### config.mk
export PLATFORM = sky130hd
export DESIGN_NAME = systolic_stw_bist_ctrl
export DESIGN_NICKNAME = d
export VERILOG_FILES = /design/src/rtl/systolic_stw_bist_ctrl.sv
export SDC_FILE = /design/constraint.sdc
export NUM_CORES = 1
export LEC_CHECK = 0
export BUFFER_PORTS_ARGS = -buffer_cell sky130_fd_sc_hd__buf_2
export CAP_MARGIN = 15
export CELL_PAD_IN_SITES_DETAIL_PLACEMENT = 1
export CELL_PAD_IN_SITES_GLOBAL_PLACEMENT = 1
export CORE_ASPECT_RATIO = 1.2
export CORE_MARGIN = 8
export CORE_UTILIZATION = 57
export CTS_BUF_LIST = sky130_fd_sc_hd__clkbuf_8
export DETAILED_ROUTE_END_ITERATION = 10
export HOLD_SLACK_MARGIN = 0.03
export PLACE_DENSITY = 0.87
export SYNTH_ARGS = -nofsm -noshare
export SYNTH_HDL_FRONTEND = slang
export SYNTH_SLANG_ARGS = --single-unit
### constraint.sdc
create_clock -name clk -period 18.2 [get_ports clk]
set_input_delay 0 -clock clk [delete_from_list [all_inputs] [get_ports clk]]
set_output_delay 0 -clock clk [all_outputs]
set_load 0.005 [all_outputs]
### src/rtl/systolic_stw_bist_ctrl.sv
// systolic_stw_bist_ctrl: multi-pattern STW self-test sequencer for the systolic MAC array.
// Loads patterns into a buffer, broadcasts each to the array and builds a sticky per-PE fault map.
//
// Ports:
//   clk, rst            clock, synchronous active-low reset
//   pat_wr_*            pattern buffer write port {op1,op2,add_op,expected}, honoured in IDLE only
//   num_pat             patterns to run this session (clamped to NUM_PATTERNS)
//   bist_start          session start, accepted in IDLE only
//   bist_busy/done      session in progress / 1-cycle end pulse
//   bist_pass           last session clean (no faults, no timeout)
//   timeout_err         last session aborted in WAIT
//   fault_map/count     sticky per-PE fail bits (r*COLS+c) and their popcount
//   STW_*               broadcast test port of the array
module systolic_stw_bist_ctrl #(
    parameter int ROWS         = 4,
    parameter int COLS         = 4,
    parameter int WORD_SIZE    = 16,
    parameter int NUM_PATTERNS = 8,
    parameter int TIMEOUT      = 64,
    localparam int PAW = (NUM_PATTERNS > 1) ? $clog2(NUM_PATTERNS) : 1,
    localparam int NPE = ROWS * COLS,
    localparam int CW  = $clog2(NPE + 1)
) (
    input  logic                   clk,
    input  logic                   rst,
    input  logic                   pat_wr_en,
    input  logic [PAW-1:0]         pat_wr_addr,
    input  logic [4*WORD_SIZE-1:0] pat_wr_data,
    input  logic [PAW:0]           num_pat,
    input  logic                   bist_start,
    output logic                   bist_busy,
    output logic                   bist_done,
    output logic                   bist_pass,
    output logic                   timeout_err,
    output logic [NPE-1:0]         fault_map,
    output logic [CW-1:0]          fault_count,
    output logic [WORD_SIZE-1:0]   STW_mult_op1,
    output logic [WORD_SIZE-1:0]   STW_mult_op2,
    output logic [WORD_SIZE-1:0]   STW_add_op,
    output logic [WORD_SIZE-1:0]   STW_expected,
    output logic                   STW_test_load_en,
    output logic                   STW_start,
    input  logic                   STW_complete_in,
    input  logic [NPE-1:0]         STW_result_in
);

    localparam int TW = (TIMEOUT > 1) ? $clog2(TIMEOUT) : 1;
    localparam bit ADDR_FULL = (NUM_PATTERNS == (1 << PAW));

    typedef enum logic [2:0] {
        S_IDLE,
        S_LOAD,
        S_START,
        S_WAIT,
        S_CAPTURE,
        S_DONE
    } state_t;

    state_t                 state, state_d;
    logic [PAW-1:0]         idx, idx_d;
    logic [PAW:0]           npat, npat_d;
    logic [TW-1:0]          wait_cnt, wait_d;
    logic [NPE-1:0]         fmap_d;
    logic                   terr_d;
    logic                   load_ops;
    logic                   start_ok;
    logic                   addr_ok;
    logic [PAW:0]           npat_clamp;
    logic [4*WORD_SIZE-1:0] ops_q;
    logic [4*WORD_SIZE-1:0] mem [NUM_PATTERNS];

    function automatic logic [CW-1:0] popcnt(input logic [NPE-1:0] v);
        logic [CW-1:0] n;
        n = '0;
        for (int i = 0; i < NPE; i++) begin
            n = n + CW'(v[i]);
        end
        return n;
    endfunction

    // With a power-of-two depth every address is in range.
    generate
        if (ADDR_FULL) begin : g_addr_full
            assign addr_ok = 1'b1;
        end else begin : g_addr_part
            assign addr_ok = ({1'b0, pat_wr_addr} < (PAW+1)'(NUM_PATTERNS));
        end
    endgenerate

    assign npat_clamp = (num_pat > (PAW+1)'(NUM_PATTERNS)) ?
                        (PAW+1)'(NUM_PATTERNS) : num_pat;
    assign start_ok   = (state == S_IDLE) && bist_start;

    // Buffer has no reset: contents survive a session abort.
    always_ff @(posedge clk) begin
        if (state == S_IDLE && pat_wr_en && addr_ok) begin
            mem[pat_wr_addr] <= pat_wr_data;
        end
    end

    always_comb begin
        state_d  = state;
        idx_d    = idx;
        npat_d   = npat;
        wait_d   = wait_cnt;
        fmap_d   = fault_map;
        terr_d   = timeout_err;
        load_ops = 1'b0;
        unique case (state)
            S_IDLE: begin
                if (bist_start) begin
                    fmap_d = '0;
                    terr_d = 1'b0;
                    idx_d  = '0;
                    npat_d = npat_clamp;
                    if (num_pat == '0) begin
                        state_d = S_DONE;
                    end else begin
                        state_d  = S_LOAD;
                        load_ops = 1'b1;
                    end
                end
            end
            S_LOAD:  state_d = S_START;
            S_START: begin
                state_d = S_WAIT;
                wait_d  = '0;
            end
            S_WAIT: begin
                // Complete on the first WAIT cycle is left over from the
                // previous pattern and must be ignored.
                if (wait_cnt != '0 && STW_complete_in) begin
                    state_d = S_CAPTURE;
                end else if (wait_cnt == TW'(TIMEOUT - 1)) begin
                    terr_d  = 1'b1;
                    state_d = S_DONE;
                end else begin
                    wait_d = wait_cnt + TW'(1);
                end
            end
            S_CAPTURE: begin
                fmap_d = fault_map | STW_result_in;
                if ({1'b0, idx} == npat - (PAW+1)'(1)) begin
                    state_d = S_DONE;
                end else begin
                    idx_d    = idx + PAW'(1);
                    state_d  = S_LOAD;
                    load_ops = 1'b1;
                end
            end
            S_DONE:  state_d = S_IDLE;
            default: state_d = S_IDLE;
        endcase
    end

    always_ff @(posedge clk) begin
        if (!rst) begin
            state       <= S_IDLE;
            idx         <= '0;
            npat        <= '0;
            wait_cnt    <= '0;
            fault_map   <= '0;
            timeout_err <= 1'b0;
            bist_pass   <= 1'b0;
            fault_count <= '0;
            ops_q       <= '0;
        end else begin
            state       <= state_d;
            idx         <= idx_d;
            npat        <= npat_d;
            wait_cnt    <= wait_d;
            fault_map   <= fmap_d;
            timeout_err <= terr_d;
            if (load_ops) begin
                ops_q <= mem[idx_d];
            end
            if (start_ok) begin
                bist_pass   <= 1'b0;
                fault_count <= '0;
            end
            // Summary is registered on DONE entry so it is valid with bist_done.
            if (state_d == S_DONE) begin
                bist_pass   <= ~terr_d & ~|fmap_d;
                fault_count <= popcnt(fmap_d);
            end
        end
    end

    assign bist_busy        = (state != S_IDLE);
    assign bist_done        = (state == S_DONE);
    assign STW_test_load_en = (state == S_LOAD);
    assign STW_start        = (state == S_START);

    assign STW_mult_op1 = ops_q[4*WORD_SIZE-1 -: WORD_SIZE];
    assign STW_mult_op2 = ops_q[3*WORD_SIZE-1 -: WORD_SIZE];
    assign STW_add_op   = ops_q[2*WORD_SIZE-1 -: WORD_SIZE];
    assign STW_expected = ops_q[WORD_SIZE-1:0];

endmodule

==> run_results.csv <==
group,metric,value,unit
global_routing,grt_antenna_before_repair,5,
clock_network,cts_buffer_depth,3,
sta,fin_crit,4.98,ns
critical_path,crit_arrival,5.59,ns
sta,grt_setup_unrepaired,"no",
critical_path,startpoint_type,"flip-flop",
sta,finalHoldViolCount,0,
finish,fillerInstances,3711,
synth,synth_top_flop_cell,"edfxtp_1",
die,die-area,48800,um^2
power_and_ir_drop,seq_power_share,54.3,%
synth,synth.distinct_cells,59,
global_routing,busiest_layer,"met2",
die,initial_core_util,57.5,%
drt,viasPerCell,6.18,
power_and_ir_drop,p_leak,0.0101,uW
placed_design,portBuffers,182,
sta,worst_slew_pin_slew,1.18,ns
power_and_ir_drop,p_sw,698,uW
run_status,status,"finished clean",
power_and_ir_drop,p_int,2230,uW
drt,ant_nets,0,
finish,drive_above_1_share,29.8,%
hold_path,hold_class,"in -> reg",
sta,timing.fmax,201,MHz
global_routing,use_met3,5.34,%
global_routing,use_met2,50.5,%
critical_path,cp.required,18.81,ns
critical_path,path_cells,"nor3_2, nand2_1, buf_4, a22oi_1, inv_1, fa_1, fa_1, inv_1, fa_1, inv_1, fa_1, ha_1, inv_1, fa_1, nor2b_1, o211ai_1, a21oi_1",
synth,synth_fp_nets,1568,
finish,nets,1887,
power_and_ir_drop,p_clk_share,40.1,%
power_and_ir_drop,power.density,103,nW/um^2
power_and_ir_drop,ir_worst_vdd,0.0000958,V
die,rows,82,
critical_path,critPathMaxFanout,23,
synth,synth-async-reset-ratio,0,%
global_routing,grt_max_degree,189,
synth,synth_edf_count,512,
global_routing,grt_pass1_wl,104000,um
critical_path,end_kind,"flip-flop",
synth,yosysWarningCount,0,
critical_path,setup.worst_path.class,"reg -> reg",
synth,synth_cells,1456,
clock_network,cts_root_buf,"clkbuf_8",
sta,skew,0.0232,ns
global_routing,first_global_vias,16800,
placed_design,dp_hpwl,33000,um
die,core,41700,um^2
clock_network,clk_latency,0.68,ns
clock_network,cts-buffers-inserted,94,
drt,drcViolationCount,0,
synth,seq_area_frac_synth,72.8,%
die,die_width,203,um
critical_path,slowest_delay,0.54,ns
run,drv_cap,0,
critical_path,rrSetupSlack,13.22,ns
hold_path,hold_start,"pat_wr_addr[0]",
die,dieHeight,241,um
sta,min_period_over_period,27.4,%
synth,netlist_area,23900,um^2
synth,avgSynthCellArea,16.4,um^2
die,io_pins,183,
sta,finalSetupViolCount,0,
critical_path,startpoint,"state[0]",
placed_design,routabilityCongestion,0.774,
drt,num_vias,14900,
clock_network,clk_pin_slew,0.07,ns
sta,drv_slew,0,
power_and_ir_drop,pwr-share-comb,5.7,%
critical_path,critPathSlowestCell,"fa_1",
critical_path,worstRegToRegCells,17,
global_routing,grt_overflow,0,
drt,dr.pass1.iters,10,
sta,tns,0,ns
critical_path,r2r-start,"state[0]",
clock_network,htreeDepth,3,
critical_path,rr_endpoint,"fault_count[4]",
drt,initialDrtViolationCount,1309,
critical_path,cpMostUsedCell,"fa_1",
clock_network,tritoncts,"built",
synth,synth_seq_cells,615,
power_and_ir_drop,p_sw_share,23.9,%
global_routing,met1_usage,32.6,%
critical_path,critPathCapture,"fault_count[4]",
global_routing,track_usage,28.2,%
clock_network,clock-sinks,615,
finish,area_growth,18.4,%
drt,post_drt_wl_per_cell,28.7,um
sta,max_slew_margin,21.2,%
drt,routed_wirelength,69100,um
finish,fin_util,68.1,%
timing repair:
item                                   in CTS  in global routing
hold buffers                              107                  0
resized for setup                           0                  0
endpoints found under the hold margin     574                  0
setup buffers                               0                  0
through the flow:
stage               std cells  cell area (um^2)  hold slack [ns]  total power [uW]  setup WS, ns
detailed placement       2118             25400            0.275              1750         13.44
global placement         2118             25400            0.257              1740         13.57
global route             2406             28400           0.0963              3010         12.96
CTS                      2403             28300           0.0584              2900         13.39
finish                   2407             28400           0.0957              2920         13.22
floorplan                1456             23900           0.0989              1680         12.35
synthesized netlist by cell type (all sizes together) (5+ instances only):
cell | n | area share [%]
a21oi | 22 | 0.46
a222oi | 64 | 2.7
a31oi | 65 | 1.7
buf | 45 | 1.1
clkbuf | 43 | 0.68
dfxtp | 103 | 8.6
edfxtp | 512 | 64
fa | 10 | 0.84
ha | 10 | 0.52
inv | 23 | 0.36
mux2 | 257 | 12
nand2 | 90 | 1.4
nand3b | 10 | 0.31
nand4 | 5 | 0.13
nor2 | 42 | 0.66
nor3 | 15 | 0.38
o21ai | 70 | 1.5
xnor2 | 6 | 0.22
cell usage in the layout, fill, tap and decap left out, types with 5 or more instances in the layout:
cell type,synthesis,layout
nor2_4,0,6
clkbuf_8,0,107
clkinvlp_4,0,5
mux2_1,63,63
inv_1,23,59
ha_1,10,10
xnor2_1,6,6
a21oi_1,22,22
dlygate4sd3_1,0,107
buf_2,37,181
nand4_1,5,5
nor3_2,3,5
mux2_2,194,194
a222oi_1,64,64
edfxtp_1,512,512
nand2_1,90,90
fa_1,10,10
nand3b_1,10,10
dfxtp_1,103,103
nor2_1,42,36
a31oi_1,65,65
clkinv_2,0,19
nor3_1,12,10
clkinv_1,1,8
o21ai_0,69,69
buf_4,4,22
kinds of logic after synthesis:
logic type / count (synthesis) / share of synthesized area, %
AOI/OAI and AO/OA: 247 / 7.41
xor gates and xnor gates: 10 / 0.366
adders and majority gates: 20 / 1.36
buffers and inverters: 112 / 2.11
DFF: 615 / 72.8
muxes: 258 / 12.1
and+or+nand+nor: 194 / 3.79
worst min-delay path by stage:
stage	endpoint	slack, ns	cells after the start
2_1_floorplan	mem[0][0]	0.1	0
3_3_place_gp	mem[7][49]	0.26	1
3_5_place_dp	mem[6][44]	0.27	1
4_1_cts	mem[4][26]	0.06	3
5_1_grt	mem[4][31]	0.1	3
6_report	mem[4][31]	0.1	3
power groups by stage:
stage	logic [uW]	clock network (uW)	registers, uW
global route	177	1240	1590
floorplan	66.4	0	1610
CTS	160	1160	1590
detailed placement	140	0	1610
global placement	131	0	1610
finish	166	1170	1590
worst max-delay path, delay by kind of cell (launching register included):
family                     cells  cell delay (ns)
AOI/OAI and AO/OA              3             0.60
buffers and inverters          5             0.54
and+or+nand+nor                3             0.60
adders and majority gates      6             2.69
DFF                            1             0.47
state kept, by name (all words and copies together) (netlist names):
name / cells
ops_q: 64
timeout_err: 1
wait_cnt: 6
npat: 4
state: 3
mem: 512
fault_count: 5
idx: 3
bist_pass: 1
fault_map: 16
routing by layer:
layer	share of wire [%]	vias to the layer above
met5	0.017	-
met4	3.7	2
met3	7.2	176
met2	52	748
met1	37	7560
li1	-	6389
final cells by class:
class	instances	area, um^2	share of cell area [%]
well taps	546	683	2.41
diodes	4	10.0	0.0353
repair buffers	311	2160	7.62
flip-flops and latches	615	17400	61.5
clock buffers	107	1470	5.19
inverters	24	90.1	0.318
multi-input cells	729	6090	21.5
clock inverters	71	414	1.46
Power figures use the tool's default switching activity.
